`src/rtl/uart_arb_pkg.sv`:
```
// Shared state encoding and constants for the UART transmit arbiter.
package uart_arb_pkg;

    typedef enum logic [1:0] {
        ST_IDLE      = 2'd0,
        ST_START     = 2'd1,
        ST_WAIT_BUSY = 2'd2,
        ST_WAIT_DONE = 2'd3
    } arb_state_e;

    localparam int unsigned BUSY_TIMEOUT_DEF = 16;
    localparam int unsigned BYTE_CNT_W       = 16;

    // Next requester index after idx, wrapping at n.
    function automatic int unsigned wrap_inc(input int unsigned idx, input int unsigned n);
        return (idx + 1 >= n) ? 0 : idx + 1;
    endfunction

endpackage

```
`src/rtl/uart_tx_arbiter_rr_select.sv`:
```
// Combinational requester picker: searches upward from ptr, wrapping, and
// returns the first asserted valid as a one-hot grant plus its index.
module rr_select #(
    parameter int unsigned NUM_REQ = 2,
    parameter int unsigned IDX_W   = $clog2(NUM_REQ)
) (
    input  logic [NUM_REQ-1:0] valid,
    input  logic [IDX_W-1:0]   ptr,
    output logic [NUM_REQ-1:0] grant,
    output logic [IDX_W-1:0]   idx,
    output logic               any
);

    always_comb begin
        int unsigned cand;
        cand  = 0;
        grant = '0;
        idx   = '0;
        any   = 1'b0;
        for (int unsigned k = 0; k < NUM_REQ; k++) begin
            cand = (32'(ptr) + k) % NUM_REQ;
            if (!any && valid[cand[IDX_W-1:0]]) begin
                any                     = 1'b1;
                grant[cand[IDX_W-1:0]]  = 1'b1;
                idx                     = cand[IDX_W-1:0];
            end
        end
    end

endmodule

```
`src/rtl/uart_tx_arbiter.sv`:
```
// Shares one UART transmitter between NUM_REQ byte sources over valid/ready.
// Define UART_ARB_FIXED_PRIO_EN for lowest-index-wins instead of round-robin.
module uart_tx_arbiter
    import uart_arb_pkg::*;
#(
    parameter int unsigned NUM_REQ      = 2,
    parameter int unsigned DATA_W       = 8,
    parameter int unsigned BUSY_TIMEOUT = BUSY_TIMEOUT_DEF
) (
    input  logic                        clk,
    input  logic                        rst_n,
    input  logic [NUM_REQ-1:0]          req_valid,
    input  logic [NUM_REQ*DATA_W-1:0]   req_data,
    output logic [NUM_REQ-1:0]          req_ready,
    output logic [DATA_W-1:0]           tx_data,
    output logic                        tx_start,
    input  logic                        tx_busy,
    output logic [$clog2(NUM_REQ)-1:0]  grant_id,
    output logic                        arb_busy,
    output logic [BYTE_CNT_W-1:0]       byte_count
);

    localparam int unsigned IDX_W = $clog2(NUM_REQ);
    localparam int unsigned TO_W  = $clog2(BUSY_TIMEOUT) + 1;

    arb_state_e              state_q, state_d;
    logic [DATA_W-1:0]       tx_data_q, tx_data_d;
    logic [IDX_W-1:0]        grant_id_q, grant_id_d;
    logic [BYTE_CNT_W-1:0]   byte_count_q, byte_count_d;
    logic [TO_W-1:0]         to_cnt_q, to_cnt_d;

    logic [IDX_W-1:0]        rr_ptr;
    logic [NUM_REQ-1:0]      sel_grant;
    logic [IDX_W-1:0]        sel_idx;
    logic                    sel_any;
    logic                    accept;

    rr_select #(
        .NUM_REQ (NUM_REQ),
        .IDX_W   (IDX_W)
    ) u_rr_select (
        .valid (req_valid),
        .ptr   (rr_ptr),
        .grant (sel_grant),
        .idx   (sel_idx),
        .any   (sel_any)
    );

    assign accept = rst_n && (state_q == ST_IDLE) && sel_any;

`ifdef UART_ARB_FIXED_PRIO_EN
    // A search that always starts at zero is plain lowest-index priority.
    assign rr_ptr = '0;
`else
    logic [IDX_W-1:0] rr_ptr_q, rr_ptr_d;

    assign rr_ptr = rr_ptr_q;

    always_comb begin
        rr_ptr_d = rr_ptr_q;
        if (accept) begin
            rr_ptr_d = IDX_W'(wrap_inc(32'(sel_idx), NUM_REQ));
        end
    end

    always_ff @(posedge clk) begin
        if (!rst_n) begin
            rr_ptr_q <= '0;
        end else begin
            rr_ptr_q <= rr_ptr_d;
        end
    end
`endif

    always_comb begin
        state_d      = state_q;
        tx_data_d    = tx_data_q;
        grant_id_d   = grant_id_q;
        byte_count_d = byte_count_q;
        to_cnt_d     = to_cnt_q;
        req_ready    = '0;
        tx_start     = 1'b0;

        unique case (state_q)
            ST_IDLE: begin
                if (accept) begin
                    req_ready  = sel_grant;
                    tx_data_d  = req_data[sel_idx*DATA_W +: DATA_W];
                    grant_id_d = sel_idx;
                    state_d    = ST_START;
                end
            end
            ST_START: begin
                tx_start     = 1'b1;
                byte_count_d = byte_count_q + BYTE_CNT_W'(1);
                to_cnt_d     = '0;
                state_d      = ST_WAIT_BUSY;
            end
            ST_WAIT_BUSY: begin
                // Give up after BUSY_TIMEOUT cycles if the UART never reports busy.
                if (tx_busy) begin
                    state_d = ST_WAIT_DONE;
                end else if (to_cnt_q == TO_W'(BUSY_TIMEOUT - 1)) begin
                    state_d = ST_IDLE;
                end else begin
                    to_cnt_d = to_cnt_q + TO_W'(1);
                end
            end
            ST_WAIT_DONE: begin
                if (!tx_busy) begin
                    state_d = ST_IDLE;
                end
            end
            default: begin
                state_d = ST_IDLE;
            end
        endcase
    end

    always_ff @(posedge clk) begin
        if (!rst_n) begin
            state_q      <= ST_IDLE;
            tx_data_q    <= '0;
            grant_id_q   <= '0;
            byte_count_q <= '0;
            to_cnt_q     <= '0;
        end else begin
            state_q      <= state_d;
            tx_data_q    <= tx_data_d;
            grant_id_q   <= grant_id_d;
            byte_count_q <= byte_count_d;
            to_cnt_q     <= to_cnt_d;
        end
    end

    assign tx_data    = tx_data_q;
    assign grant_id   = grant_id_q;
    assign byte_count = byte_count_q;
    assign arb_busy   = (state_q != ST_IDLE);

endmodule

```
`config.mk`:
```
export PLATFORM = sky130hd
export DESIGN_NAME = uart_tx_arbiter
export DESIGN_NICKNAME = d
export VERILOG_FILES = /design/src/rtl/uart_arb_pkg.sv /design/src/rtl/uart_tx_arbiter_rr_select.sv /design/src/rtl/uart_tx_arbiter.sv
export SDC_FILE = /design/constraint.sdc
export NUM_CORES = 1
export LEC_CHECK = 0
export ABC_AREA = 1
export CAP_MARGIN = 20
export CORE_MARGIN = 5
export CORE_UTILIZATION = 42
export DETAILED_ROUTE_END_ITERATION = 10
export GPL_TIMING_DRIVEN = 0
export PLACE_DENSITY = 0.76
export SLEW_MARGIN = 25
export SYNTH_ARGS = -nofsm -noshare
export SYNTH_HDL_FRONTEND = slang
export SYNTH_SLANG_ARGS = --single-unit
```
`constraint.sdc`:
```
create_clock -name clk -period 1.4 [get_ports clk]
set_clock_uncertainty 0.05 [all_clocks]
set_input_delay 0.14 -clock clk [delete_from_list [all_inputs] [get_ports clk]]
set_output_delay 0.14 -clock clk [all_outputs]
set_load 0.1 [all_outputs]
```
# After elaboration in Yosys (flattened, before gate mapping)
# Cells that the tools add are included.
dict set report word_totals {
  ff_bits 33
  in_bits 21
}
dict set report op_classes {
  add_sub_neg 4
  n_lt_le_gt_ge 5
  n_eq_ne 9
  n_shift 1
  mux 26
  n_bitwise 1
  n_reduce_logical 12
}
# op n
set ops {}
lappend ops {{16-bit by 1-bit adder with 16-bit output (second input constant)} 1}
lappend ops {{2-bit 2-to-1 mux} 8}
lappend ops {{16-bit by 5-bit variable part select with 8-bit output} 1}
lappend ops {{1-bit 2-to-1 mux} 12}
lappend ops {{5-bit 2-to-1 mux} 2}
lappend ops {{5-bit case mux with 2 select lines} 1}
lappend ops {{2-bit != test (second input constant)} 4}
lappend ops {{2-bit case mux with 4 select lines} 1}
lappend ops {{3-bit AND reduction} 2}
lappend ops {{5-bit by 1-bit adder with 5-bit output (second input constant)} 1}
lappend ops {{5-bit by 4-bit equality test with 1-bit output (second input constant)} 1}
lappend ops {{1-bit logical AND} 5}
lappend ops {{2-bit equality test (second input constant)} 2}
lappend ops {{1-bit by 2-bit < comparator with 1-bit output (second input constant)} 2}
lappend ops {{2-bit nonzero test} 2}
lappend ops {{3-bit != test (second input constant)} 1}
lappend ops {{1-bit by 1-bit adder with 2-bit output (second input constant)} 1}
lappend ops {{1-bit demux with 1-bit select} 2}
lappend ops {{2-bit by 1-bit equality test with 1-bit output (second input constant)} 1}
lappend ops {{1-bit >= comparator (second input constant)} 2}
lappend ops {{2-bit >= comparator (second input constant)} 1}
lappend ops {{2-bit zero test} 1}
lappend ops {{2-bit OR} 1}
lappend ops {{2-bit AND reduction} 1}
lappend ops {{2 further kinds} 2}

# Depth between registers and ports, before layout
dict set report logic_depth {
  ltp_word 9
  ltp_mapped 10
}

# Hierarchy
# A second synthesis with hierarchy kept.
dict set report unflattened {
  hier_cells 232
  hier_area_um2 1592.8
}
# mod n_inst cells_per_inst area_per_inst_um2
set modules_own_cells {}
lappend modules_own_cells {uart_tx_arbiter 1 218 1537.7}
lappend modules_own_cells {rr_select 1 14 55.1}

# Worst setup path before layout
# Ideal clock, no wire load.
dict set report synth_path {
  kind {reg2reg}
  startpoint {register state_q[1]}
  endpoint {register grant_id_q (netlist: grant_id)}
  arrival_ps 2135
  slack_ps -854
  stages_incl_launch_ff 5
  n_path_buf 0
  period_less_slack_ps 2254
  path_cell_list {dfxtp_1 nor2_2 o211ai_2 nor2_1 a31o_1}
}
dict set report synth_between {
  elab_chain_len 4
}
# item line
set synth_lines {}
lappend synth_lines {{start, declared} uart_tx_arbiter.sv:26} ;# arb_state_e state_q, state_d;
lappend synth_lines {{start signal, assigned} uart_tx_arbiter.sv:128} ;# state_q <= state_d;
lappend synth_lines {{2-bit zero test *} {uart_tx_arbiter.sv:49, uart_tx_arbiter.sv:84}}
lappend synth_lines {{1-bit logical AND (2 in a row)} uart_tx_arbiter.sv:49} ;# assign accept = rst_n && (state_q == ST_IDLE) && sel_any;
lappend synth_lines {{2-bit AND reduction (no source line) *} -}
lappend synth_lines {{end signal, assigned} uart_tx_arbiter.sv:130} ;# grant_id_q <= grant_id_d;
lappend synth_lines {{end, declared} uart_tx_arbiter.sv:28} ;# logic [IDX_W-1:0] grant_id_q, grant_id_d;
# Every way passes the cells marked *; elsewhere a longest branch is shown, timed or not.
# A chain may end at the register's enable or synchronous reset.

# Worst setup path in the final report
dict set report layout_path {
  startpoint {register to_cnt_q[1]}
  endpoint {register state_q[1]}
}
dict set report layout_between {
  elab_chain_len 3
}
# item line
set layout_lines {}
lappend layout_lines {{start, declared} uart_tx_arbiter.sv:30} ;# logic [TO_W-1:0] to_cnt_q, to_cnt_d;
lappend layout_lines {{start signal, assigned} uart_tx_arbiter.sv:132} ;# to_cnt_q <= to_cnt_d;
lappend layout_lines {{5-bit by 4-bit equality test with 1-bit output} uart_tx_arbiter.sv:103} ;# end else if (to_cnt_q == TO_W'(BUSY_TIMEOUT - 1)) begin
lappend layout_lines {{3-bit != test (no source line)} -}
lappend layout_lines {{3-bit AND reduction (no source line)} -}
# Every way passes these cells.

==> impl_metrics.toml <==
[clock_tree]
numCtsBuffers = 5
clk_pin_slew_ns = 0.07
cts_tree = "done"
clock_path_buffers = 2
cts_hold_buf = 0
cts-root-buf = "clkbuf_8"
cts_sinks = 33
clock_latency_ns = 0.28
htree_levels = 2

[setup_path]
timing.rr.start = "to_cnt_q[1]"
cp-endpoint = "state_q[1]"
reg2reg_slack_ns = -0.21
worstPathCellList = "ha_4 > inv_2 > nor3_2 > ha_2 > nor2_4 > nand3_4 > nand2_4 > buf_4 > o21ai_2 > inv_1"
crit_cells = 10
cp_top_family = "adder cells"
arrival_ns = 1.74
slowest_delay_ns = 0.36
crit_slowest_cell = "dfxtp_2"
required_ns = 1.53
crit_start = "to_cnt_q[1]"
crit_type = "flip-flop to flip-flop"
r2r-end = "state_q[1]"
end_kind = "flip-flop"
worst-path-buf-inv = 3
startpoint_type = "flip-flop"
r2r_cells = 10
crit_fanout = 6

[global_route]
grt_pass1_wl_um = 7310
track_usage_pct = 17.3
antenna_found_initial = 0
grt_start_max_net_pins = 11
grt_overflow = 0
grt_pass1_vias = 1637

[yosys]
synthArstFlopShare_pct = 0
yosys_warnings = 0
syn_inst = 236
synth_top_area_share_pct = 40.8
synth-edff-count = 0
synth.largest_area_cell = "dfxtp_1"
syn-cell-area_mm2 = 0.00162
ys_ff_latch = 33
netlist_top_cells_area = "dfxtp_1, nand2_1, inv_1"
ys_seq_area_share_pct = 40.8
synth_fp_nets = 260
synth-main-ff-cell = "dfxtp_1"
synth.distinct_cells = 29
postSynthAreaPerCell_um2 = 6.86

[sta]
setup_tns_ns = -1.57
min_period_over_period_pct = 115
hold_viol = 0
setup_viol = 15
slew_violations = 0
layout_min_cycle_time_ns = 1.61
relSlewSlack_pct = 63.2
rsz0062_at_grt = "yes"
fin_ws_ns = -0.208
worst_pin_slew_ns = 0.555
holdWs_ns = 0.145
fmax_mhz = 622

[route]
first_pass_iters = 4
drcViolationCount = 0
antenna_left = 0
drtIter0Drc = 111
avgRoutedWirePerCell_um = 13.7
viasPerCell = 4.98
via_count = 1823
routed_wl_um = 5020

[final_layout]
multi_input_area_um2 = 958
drive_gt1_share_pct = 39.0
diodes = 0
fin_area_mm2 = 0.00271
final_common_cell = "nand2_1"
area_delta_synth_final_pct = 67.4
layout_common_cells = "nand2_1, inv_1, nor2_1"
finalNetCount = 341
regArea_um2 = 717
fillers = 279

[floorplan]
dieWidth_um = 72.1
core-area_mm2 = 0.00369
io_pins = 50
rows = 22
start_util_pct = 43.9
dieArea_mm2 = 0.00519
die_h_um = 72.1

[placement]
gp_congestion = 0.833
place_area_mm2 = 0.00224
pre_cts_ws_ns = -1.21
port_buffers = 48
hpwl_um = 3030

[job]
maxCapViolations = 0

[power]
vdd_ir_drop_max_uv = 799
power-per-cell-area_mw_per_mm2 = 1570
p_leak_uw = 0.00119

[worst_hold_path]
hp-class = "input pin to flip-flop"

[run_status]
violations = "negative setup slack"
outcome = "finished, violations left"
[metal layers]
layer	vias up	track usage [%]	wire length, µm
met2	46	28.4	2580
met5	-	0	0
met3	11	3.74	211
met4	0	5.22	89
met1	860	22.8	2140
li1	906	-	-
[synthesized netlist by cell type (2+ instances only)]
library cell and number:
nand2_1 69, a21oi_1 18, nand3_1 3, dfxtp_1 33
ha_1 3, o21ai_1 7, clkinv_1 2, nor2_1 27
o21ai_0 4, nor3_2 2, nand4_1 7, nor3_1 8
inv_1 30, inv_2 5, nor2_2 2, buf_2 2
nand3_2 2
[power breakdown]
part	internal [µW]	switching (µW)	leakage [µW]	total (µW)
logic	795	1550	0.000866	2350
clock network	401	337	0.0000455	737
registers	1060	115	0.000281	1180
total	2260	2000	0.00119	4260
[registers in the layout, indices dropped and copies added (netlist names)]
name / count
byte_count: 16
to_cnt_q: 5
state_q: 2
grant_id: 1
tx_data: 8
rr_ptr: 1
[worst register-to-register path, delay by kind of cell (launching register included)]
| family | cells | cell delay [ns] |
|---|---|---|
| buf+inv | 3 | 0.23 |
| simple gates | 4 | 0.38 |
| compound gates | 1 | 0.10 |
| fa+ha+maj | 2 | 0.38 |
| flops | 1 | 0.36 |
[cell type report]
cell class	instances	area share [%]
Tap cell	48	2.22
Sequential cell	33	26.5
Multi-Input combinational cell	161	35.4
Buffer	5	1.43
Clock buffer	8	3.33
Timing Repair Buffer	74	25.4
Inverter	37	5.77
[per-stage QoR]
step	utilization, %	instances	total power [µW]
after floorplan	-	236	2540
after global placement	60.7	332	2930
after detailed placement	60.7	332	2950
after CTS	68.3	349	3870
after global routing	73.4	366	4460
final	73.4	366	4260
[repair_timing]
item,in CTS,in global routing
setup endpoints to repair,36,32
pin swaps,6,15
resized for setup,137,42
buffers inserted,9,17
[logic make-up (layout without fill, tap and decap cells)]
family                     Yosys count  count (layout)  synth area share (%)
DFF                                 33              33                  40.8
and+or+nand+nor                    124             124                  34.5
buffers and inverters               42             124                  10.6
AOI/OAI and AO/OA                   32              32                  10.7
adders and majority gates            3               3                  2.32
xor gates and xnor gates             2               2                  1.08
[worst min path at each step]
stage,slack [ns],from,to,depth (start not counted)
2_1_floorplan,0.29,req_data[6],tx_data[6],2
3_3_place_gp,0.40,to_cnt_q[0],to_cnt_q[0],1
3_5_place_dp,0.40,tx_data[3],tx_data[3],2
4_1_cts,0.15,rst_n,to_cnt_q[0],3
5_1_grt,0.14,rst_n,byte_count[8],3
6_report,0.14,rst_n,byte_count[8],3
Power figures use the tool's default switching activity.
